--- config.mk ---
export PLATFORM = sky130hd
export DESIGN_NAME = uart_tx_arbiter
export DESIGN_NICKNAME = d
export VERILOG_FILES = /design/src/rtl/uart_pkg.sv /design/src/rtl/rr_picker.sv /design/src/rtl/uart_tx_arbiter.sv
export SDC_FILE = /design/constraint.sdc
export NUM_CORES = 1
export LEC_CHECK = 0
export ABC_AREA = 1
export BUFFER_PORTS_ARGS = -buffer_cell sky130_fd_sc_hd__clkbuf_2
export CAP_MARGIN = 30
export CELL_PAD_IN_SITES_DETAIL_PLACEMENT = 1
export CELL_PAD_IN_SITES_GLOBAL_PLACEMENT = 1
export CORE_MARGIN = 10
export CORE_UTILIZATION = 40
export CTS_CLUSTER_DIAMETER = 100
export DETAILED_ROUTE_END_ITERATION = 10
export PLACE_DENSITY = 0.93
export SETUP_SLACK_MARGIN = 0.15
export SYNTH_ARGS = -nofsm -noshare
export SYNTH_HDL_FRONTEND = slang
export SYNTH_SLANG_ARGS = --single-unit
--- constraint.sdc ---
create_clock -name clock -period 3.4 [get_ports clock]
set_input_delay 0.51 -clock clock [delete_from_list [all_inputs] [get_ports clock]]
set_output_delay 0.51 -clock clock [all_outputs]
set_load 0.03 [all_outputs]
--- src/rtl/uart_pkg.sv ---
// Shared types and constants for the UART transmit arbiter.
// Holds the FSM encoding, default timing, the no-op byte and the round-robin wrap helper.
package uart_pkg;

    typedef enum logic [1:0] {
        ST_IDLE = 2'd0,
        ST_SEND = 2'd1,
        ST_GAP  = 2'd2
    } arb_state_e;

    localparam int         GAP_CYCLES_DEF     = 16;
    localparam int         TIMEOUT_CYCLES_DEF = 4096;
    localparam logic [7:0] NOOP_BYTE          = 8'h00;
    localparam int         IDX_W              = 3;

    // Callers never pass a position above 2n-1, so one conditional subtract is a full modulo.
    function automatic logic [IDX_W-1:0] rr_wrap(input int pos, input int n);
        int r;
        if (pos >= n) begin
            r = pos - n;
        end else begin
            r = pos;
        end
        return IDX_W'(r);
    endfunction

endpackage

--- src/rtl/rr_picker.sv ---
// Combinational round-robin picker.
// Returns the first requester found after last_grant, wrapping around.
module rr_picker
    import uart_pkg::*;
#(
    parameter int NUM_REQ = 4
) (
    input  logic [NUM_REQ-1:0] req,
    input  logic [IDX_W-1:0]   last_grant,
    output logic               found,
    output logic [IDX_W-1:0]   index
);

    logic hit_s;

    // Walk offsets from farthest to nearest so the closest pending requester overrides.
    always_comb begin
        found = 1'b0;
        index = {IDX_W{1'b0}};
        hit_s = 1'b0;
        for (int off = NUM_REQ; off >= 1; off--) begin
            for (int i = 0; i < NUM_REQ; i++) begin
                hit_s = req[i] && (rr_wrap(int'(last_grant) + off, NUM_REQ) == IDX_W'(i));
                found = found | hit_s;
                index = hit_s ? IDX_W'(i) : index;
            end
        end
    end

endmodule

--- src/rtl/uart_tx_arbiter.sv ---
// Arbitrates byte requesters onto a single UART transmitter.
// Each byte is followed by a forced idle gap; a byte that never completes is abandoned on timeout.
module uart_tx_arbiter
    import uart_pkg::*;
#(
    parameter int NUM_REQ        = 4,
    parameter int GAP_CYCLES     = GAP_CYCLES_DEF,
    parameter int TIMEOUT_CYCLES = TIMEOUT_CYCLES_DEF
) (
    input  logic                 clock,
    input  logic                 reset,
    input  logic [NUM_REQ-1:0]   req_valid,
    input  logic [8*NUM_REQ-1:0] req_data,
    output logic [NUM_REQ-1:0]   req_accept,
    output logic [7:0]           tx_bits,
    input  logic                 tx_ready,
    output logic                 busy,
    output logic [2:0]           grant_idx,
    output logic                 timeout_err
);

    localparam int                GAP_W     = (GAP_CYCLES > 1) ? $clog2(GAP_CYCLES) : 1;
    localparam int                WAIT_W    = (TIMEOUT_CYCLES > 1) ? $clog2(TIMEOUT_CYCLES) : 1;
    localparam logic [GAP_W-1:0]  GAP_LOAD  = GAP_W'(GAP_CYCLES - 1);
    localparam logic [WAIT_W-1:0] WAIT_LAST = WAIT_W'(TIMEOUT_CYCLES - 1);

    arb_state_e          state_r;
    logic [IDX_W-1:0]    last_grant_r;
    logic [WAIT_W-1:0]   wait_cnt_r;
    logic [GAP_W-1:0]    gap_cnt_r;
    logic [7:0]          tx_bits_r;
    logic [NUM_REQ-1:0]  req_accept_r;
    logic                busy_r;
    logic [IDX_W-1:0]    grant_idx_r;
    logic                timeout_err_r;

    logic                pick_found_s;
    logic [IDX_W-1:0]    pick_idx_s;
    logic [7:0]          pick_byte_s;

    rr_picker #(
        .NUM_REQ (NUM_REQ)
    ) u_rr_picker (
        .req        (req_valid),
        .last_grant (last_grant_r),
        .found      (pick_found_s),
        .index      (pick_idx_s)
    );

    // Select the byte lane of the picked requester.
    always_comb begin
        pick_byte_s = NOOP_BYTE;
        for (int i = 0; i < NUM_REQ; i++) begin
            pick_byte_s = (pick_idx_s == IDX_W'(i)) ? req_data[i*8 +: 8] : pick_byte_s;
        end
    end

    // Arbiter FSM with all outputs registered.
    always_ff @(posedge clock) begin
        if (reset) begin
            state_r       <= ST_IDLE;
            last_grant_r  <= IDX_W'(NUM_REQ - 1);
            wait_cnt_r    <= {WAIT_W{1'b0}};
            gap_cnt_r     <= {GAP_W{1'b0}};
            tx_bits_r     <= NOOP_BYTE;
            req_accept_r  <= {NUM_REQ{1'b0}};
            busy_r        <= 1'b0;
            grant_idx_r   <= {IDX_W{1'b0}};
            timeout_err_r <= 1'b0;
        end else begin
            case (state_r)
                ST_IDLE: begin
                    if (pick_found_s) begin
                        tx_bits_r    <= pick_byte_s;
                        grant_idx_r  <= pick_idx_s;
                        last_grant_r <= pick_idx_s;
                        req_accept_r <= NUM_REQ'(1) << pick_idx_s;
                        wait_cnt_r   <= {WAIT_W{1'b0}};
                        busy_r       <= 1'b1;
                        state_r      <= ST_SEND;
                    end else begin
                        tx_bits_r    <= NOOP_BYTE;
                        req_accept_r <= {NUM_REQ{1'b0}};
                    end
                end
                ST_SEND: begin
                    req_accept_r <= {NUM_REQ{1'b0}};
                    // Completion is checked first so a coincident tx_ready beats the timeout.
                    if (tx_ready) begin
                        gap_cnt_r <= GAP_LOAD;
                        tx_bits_r <= NOOP_BYTE;
                        state_r   <= ST_GAP;
                    end else if (wait_cnt_r == WAIT_LAST) begin
                        timeout_err_r <= 1'b1;
                        gap_cnt_r     <= GAP_LOAD;
                        tx_bits_r     <= NOOP_BYTE;
                        state_r       <= ST_GAP;
                    end else begin
                        wait_cnt_r <= wait_cnt_r + WAIT_W'(1);
                    end
                end
                ST_GAP: begin
                    req_accept_r <= {NUM_REQ{1'b0}};
                    tx_bits_r    <= NOOP_BYTE;
                    if (gap_cnt_r == {GAP_W{1'b0}}) begin
                        busy_r  <= 1'b0;
                        state_r <= ST_IDLE;
                    end else begin
                        gap_cnt_r <= gap_cnt_r - GAP_W'(1);
                    end
                end
                default: begin
                    req_accept_r <= {NUM_REQ{1'b0}};
                    tx_bits_r    <= NOOP_BYTE;
                    busy_r       <= 1'b0;
                    state_r      <= ST_IDLE;
                end
            endcase
        end
    end

    assign req_accept  = req_accept_r;
    assign tx_bits     = tx_bits_r;
    assign busy        = busy_r;
    assign grant_idx   = grant_idx_r;
    assign timeout_err = timeout_err_r;

endmodule

==> load_flow_metrics.sql <==
INSERT INTO impl_metrics (metric_group, metric, value, unit) VALUES
('clocking', 'ctsResizeCount', '0', ''),
('worst_setup_path', 'end_kind', 'register', ''),
('power', 'power.density_cell_area', '912', 'mW/mm2'),
('power', 'leakage', '1.34', 'nW'),
('grt', 'antenna_found_initial', '0', ''),
('place', 'routabilityCongestion', '0.942', ''),
('layout', 'layout.cells.most_common_list', 'nand2_1 (90), clkbuf_2 (54), inv_1 (48)', ''),
('clocking', 'htree_num_levels', '2', ''),
('synthesis', 'combinational_family_with_the_most_area_after_synthesis', 'simple AND/OR/NAND/NOR gates', ''),
('floorplanning', 'initial_utilization', '0.416', ''),
('floorplanning', 'pin_count', '56', ''),
('sta', 'maxSlewHeadroom', '0.571', ''),
('synthesis', 'asyncSetResetFlopFracSynth', '0', ''),
('floorplanning', 'floorplan.rows', '27', ''),
('worst_setup_path', 'crit_path_frequent_cell', 'nand2_1', ''),
('worst_setup_path', 'path_max_fanout', '28', ''),
('power', 'worst_ir_drop_on_vdd', '387', 'uV'),
('synthesis', 'yosys_cell_types', '37', ''),
('floorplanning', 'die_h', '95.9', 'um'),
('clocking', 'max-clock-path-buffers', '2', ''),
('synthesis', 'synth_compound_area_frac', '0.105', ''),
('worst_hold_path', 'worst_hold_path_type', 'register to register', ''),
('route', 'via_cell_ratio', '5.06', ''),
('synthesis', 'ys_dominant_reg_cell', 'dfxtp_1', ''),
('layout', 'layout.cells.most_common', 'nand2_1', ''),
('worst_setup_path', 'critical_path_required', '3.56', 'ns'),
('synthesis', 'syn-cell-area', '0.00231', 'mm2'),
('route', 'drt_iter0_markers', '75', ''),
('grt', 'overall_overflow_remaining_after_global_route', '0', ''),
('place', 'detailedPlacementHpwl', '5370', 'um'),
('floorplanning', 'core_area', '0.00554', 'mm2'),
('sta', 'tightest_slew', '0.643', 'ns'),
('route', 'remaining_drc_errors', '0', ''),
('synthesis', 'yosysWarnings', '0', ''),
('worst_setup_path', 'timing.critical_path.from_type', 'register', ''),
('synthesis', 'xor_and_xnor_area_share_after_synthesis', '0.00760', ''),
('place', 'detailedPlace.worstSlack', '0.667', 'ns'),
('sta', 'setup_ws', '0.636', 'ns'),
('worst_setup_path', 'cpMaxStageDelayCell', 'dfxtp_1', ''),
('synthesis', 'synth_sequential_area_ratio', '0.313', ''),
('floorplanning', 'die_width', '95.9', 'um'),
('layout', 'final_core_util', '0.491', ''),
('synthesis', 'netlist_instances', '331', ''),
('outcome', 'outcome', 'finished clean', ''),
('clocking', 'post_cts_hold_buffer_count', '0', ''),
('synthesis', 'synth.mux.area_fraction', '0', ''),
('sta', 'final_hold_viol_count', '0', ''),
('layout', 'nets', '424', ''),
('grt', 'groute.usage.overall', '0.160', ''),
('route', 'postRouteWirelength', '6890', 'um'),
('grt', 'global_route_wire_length_before_repair', '11800', 'um'),
('layout', 'num_antenna_cells', '0', ''),
('worst_setup_path', 'cp_slowest_stage_delay', '0.61', 'ns'),
('layout', 'filler_cell_count', '759', ''),
('sta', 'setup-violations-final', '0', ''),
('clocking', 'worst_setup_hold_path_clk_slew', '0.08', 'ns'),
('sta', 'setup_repair_after_global_routing_missed_its_margin', 'false', ''),
('clocking', 'postCtsSetupRepairBufs', '0', ''),
('synthesis', 'synth_seq_cells', '36', ''),
('floorplanning', 'dieArea', '0.00920', 'mm2'),
('clocking', 'tritoncts.num_buffers', '5', ''),
('sta', 'fmaxAchievable', '362', 'MHz'),
('place', 'placedCellCount', '448', ''),
('route', 'final_antenna_net_count', '0', ''),
('worst_setup_path', 'timing.critical_path.cells', 'nor2_1 -> nand2_1 -> nand4_1 -> nand4_1 -> nand2_1 -> a31oi_4 -> inv_1 -> nand2_2 -> nand2_1 -> nand2_1 -> a21oi_1', ''),
('power', 'pnr_total_power', '2.48', 'mW'),
('route', 'firstDrtPassIters', '4', ''),
('route', 'routedWlPerCell', '15.1', 'um'),
('layout', 'final-instance-count-excl-fill', '456', ''),
('worst_setup_path', 'path_class', 'register to register', ''),
('synthesis', 'syn-mean-instance-area', '6.97', 'um2');
[cells in the mapped netlist (2+ instances only)]
cell      instances  share of area
nor3_2            3          0.013
o21ai_0           9          0.020
a21oi_1          11          0.024
nand3_2           8          0.035
nand2_2           5          0.014
nand2_1          90           0.15
inv_2             5         0.0081
xor2_1            2         0.0076
dfxtp_1          36           0.31
nand3_1          23          0.050
a31oi_1           4          0.011
buf_6             3          0.015
ha_1              2          0.011
clkbuf_1          2         0.0033
a21oi_2           7          0.027
nand2_4           3          0.015
nand4_1          11          0.030
buf_4             4          0.013
nor2_1           19          0.031
inv_1            48          0.078
nor2_4            3          0.015
nor3_1            8          0.017
or2_2             9          0.024
nand3_4           3          0.023
[power breakdown]
| part | switching [mW] | internal, mW |
|---|---|---|
| registers | 0.0995 | 0.525 |
| clock network | 0.160 | 0.259 |
| logic | 0.992 | 0.445 |
[through the flow]
step	hold slack, ns	cell area [um2]
after detailed placement	0.463	2590
after global routing	0.516	2720
after CTS	0.487	2720
after floorplan	0.451	2310
final	0.484	2720
after global placement	0.445	2590
[registers in the layout (all words and copies together) (netlist names)]
register / count
wait_cnt_r: 12
grant_idx: 2
last_grant_r: 2
req_accept: 4
gap_cnt_r: 4
tx_bits: 8
timeout_err: 1
busy: 1
state_r: 2
[logic make-up (layout without fill, tap and decap cells)]
family	count (synthesis)	in the layout
compound gates	36	36
xor+xnor	2	2
fa+ha+maj	2	2
buf+inv	64	117
flops	36	36
other cells	1	1
simple gates	190	190
[final timing paths]
path / startpoint / end / slack [ns] / cells after the start
worst max-delay path: last_grant_r[1]$_SDFFE_PP1N_ / tx_bits[7]$_SDFFE_PP0P_ / 0.64 / 11
worst min-delay path: tx_bits[4]$_SDFFE_PP0P_ / tx_bits[4]$_SDFFE_PP0P_ / 0.48 / 2
worst max register to register: last_grant_r[1]$_SDFFE_PP1N_ / tx_bits[7]$_SDFFE_PP0P_ / 0.64 / 11
worst min register to register: tx_bits[4]$_SDFFE_PP0P_ / tx_bits[4]$_SDFFE_PP0P_ / 0.48 / 2
[routing by layer]
metal | vias up | global-route usage | wire, um | share of wire
li1 | 1158 | - | - | -
met1 | 1087 | 0.179 | 2850 | 0.41
met2 | 46 | 0.296 | 3690 | 0.53
met5 | - | 0 | 0 | 0
met3 | 16 | 0.0350 | 219 | 0.032
met4 | 0 | 0.0455 | 137 | 0.020
[worst max-delay path, delay by kind of cell, from the launching register on]
family,cells,cell delay [ns]
AOI/OAI and AO/OA,2,0.59
DFF,1,0.61
and+or+nand+nor,8,1.01
buffers and inverters,1,0.41
[area by class of cell]
type                            count  area [um2]  area share
Clock buffer                        7        96.3      0.0354
Clock inverter                      1        30.0      0.0110
Inverter                           55         214      0.0786
Multi-Input combinational cell    231        1300       0.478
Sequential cell                    36         721       0.265
Tap cell                           72        90.1      0.0331
Timing Repair Buffer               54         270      0.0993
Note: power is estimated with default switching activity, not from simulation.
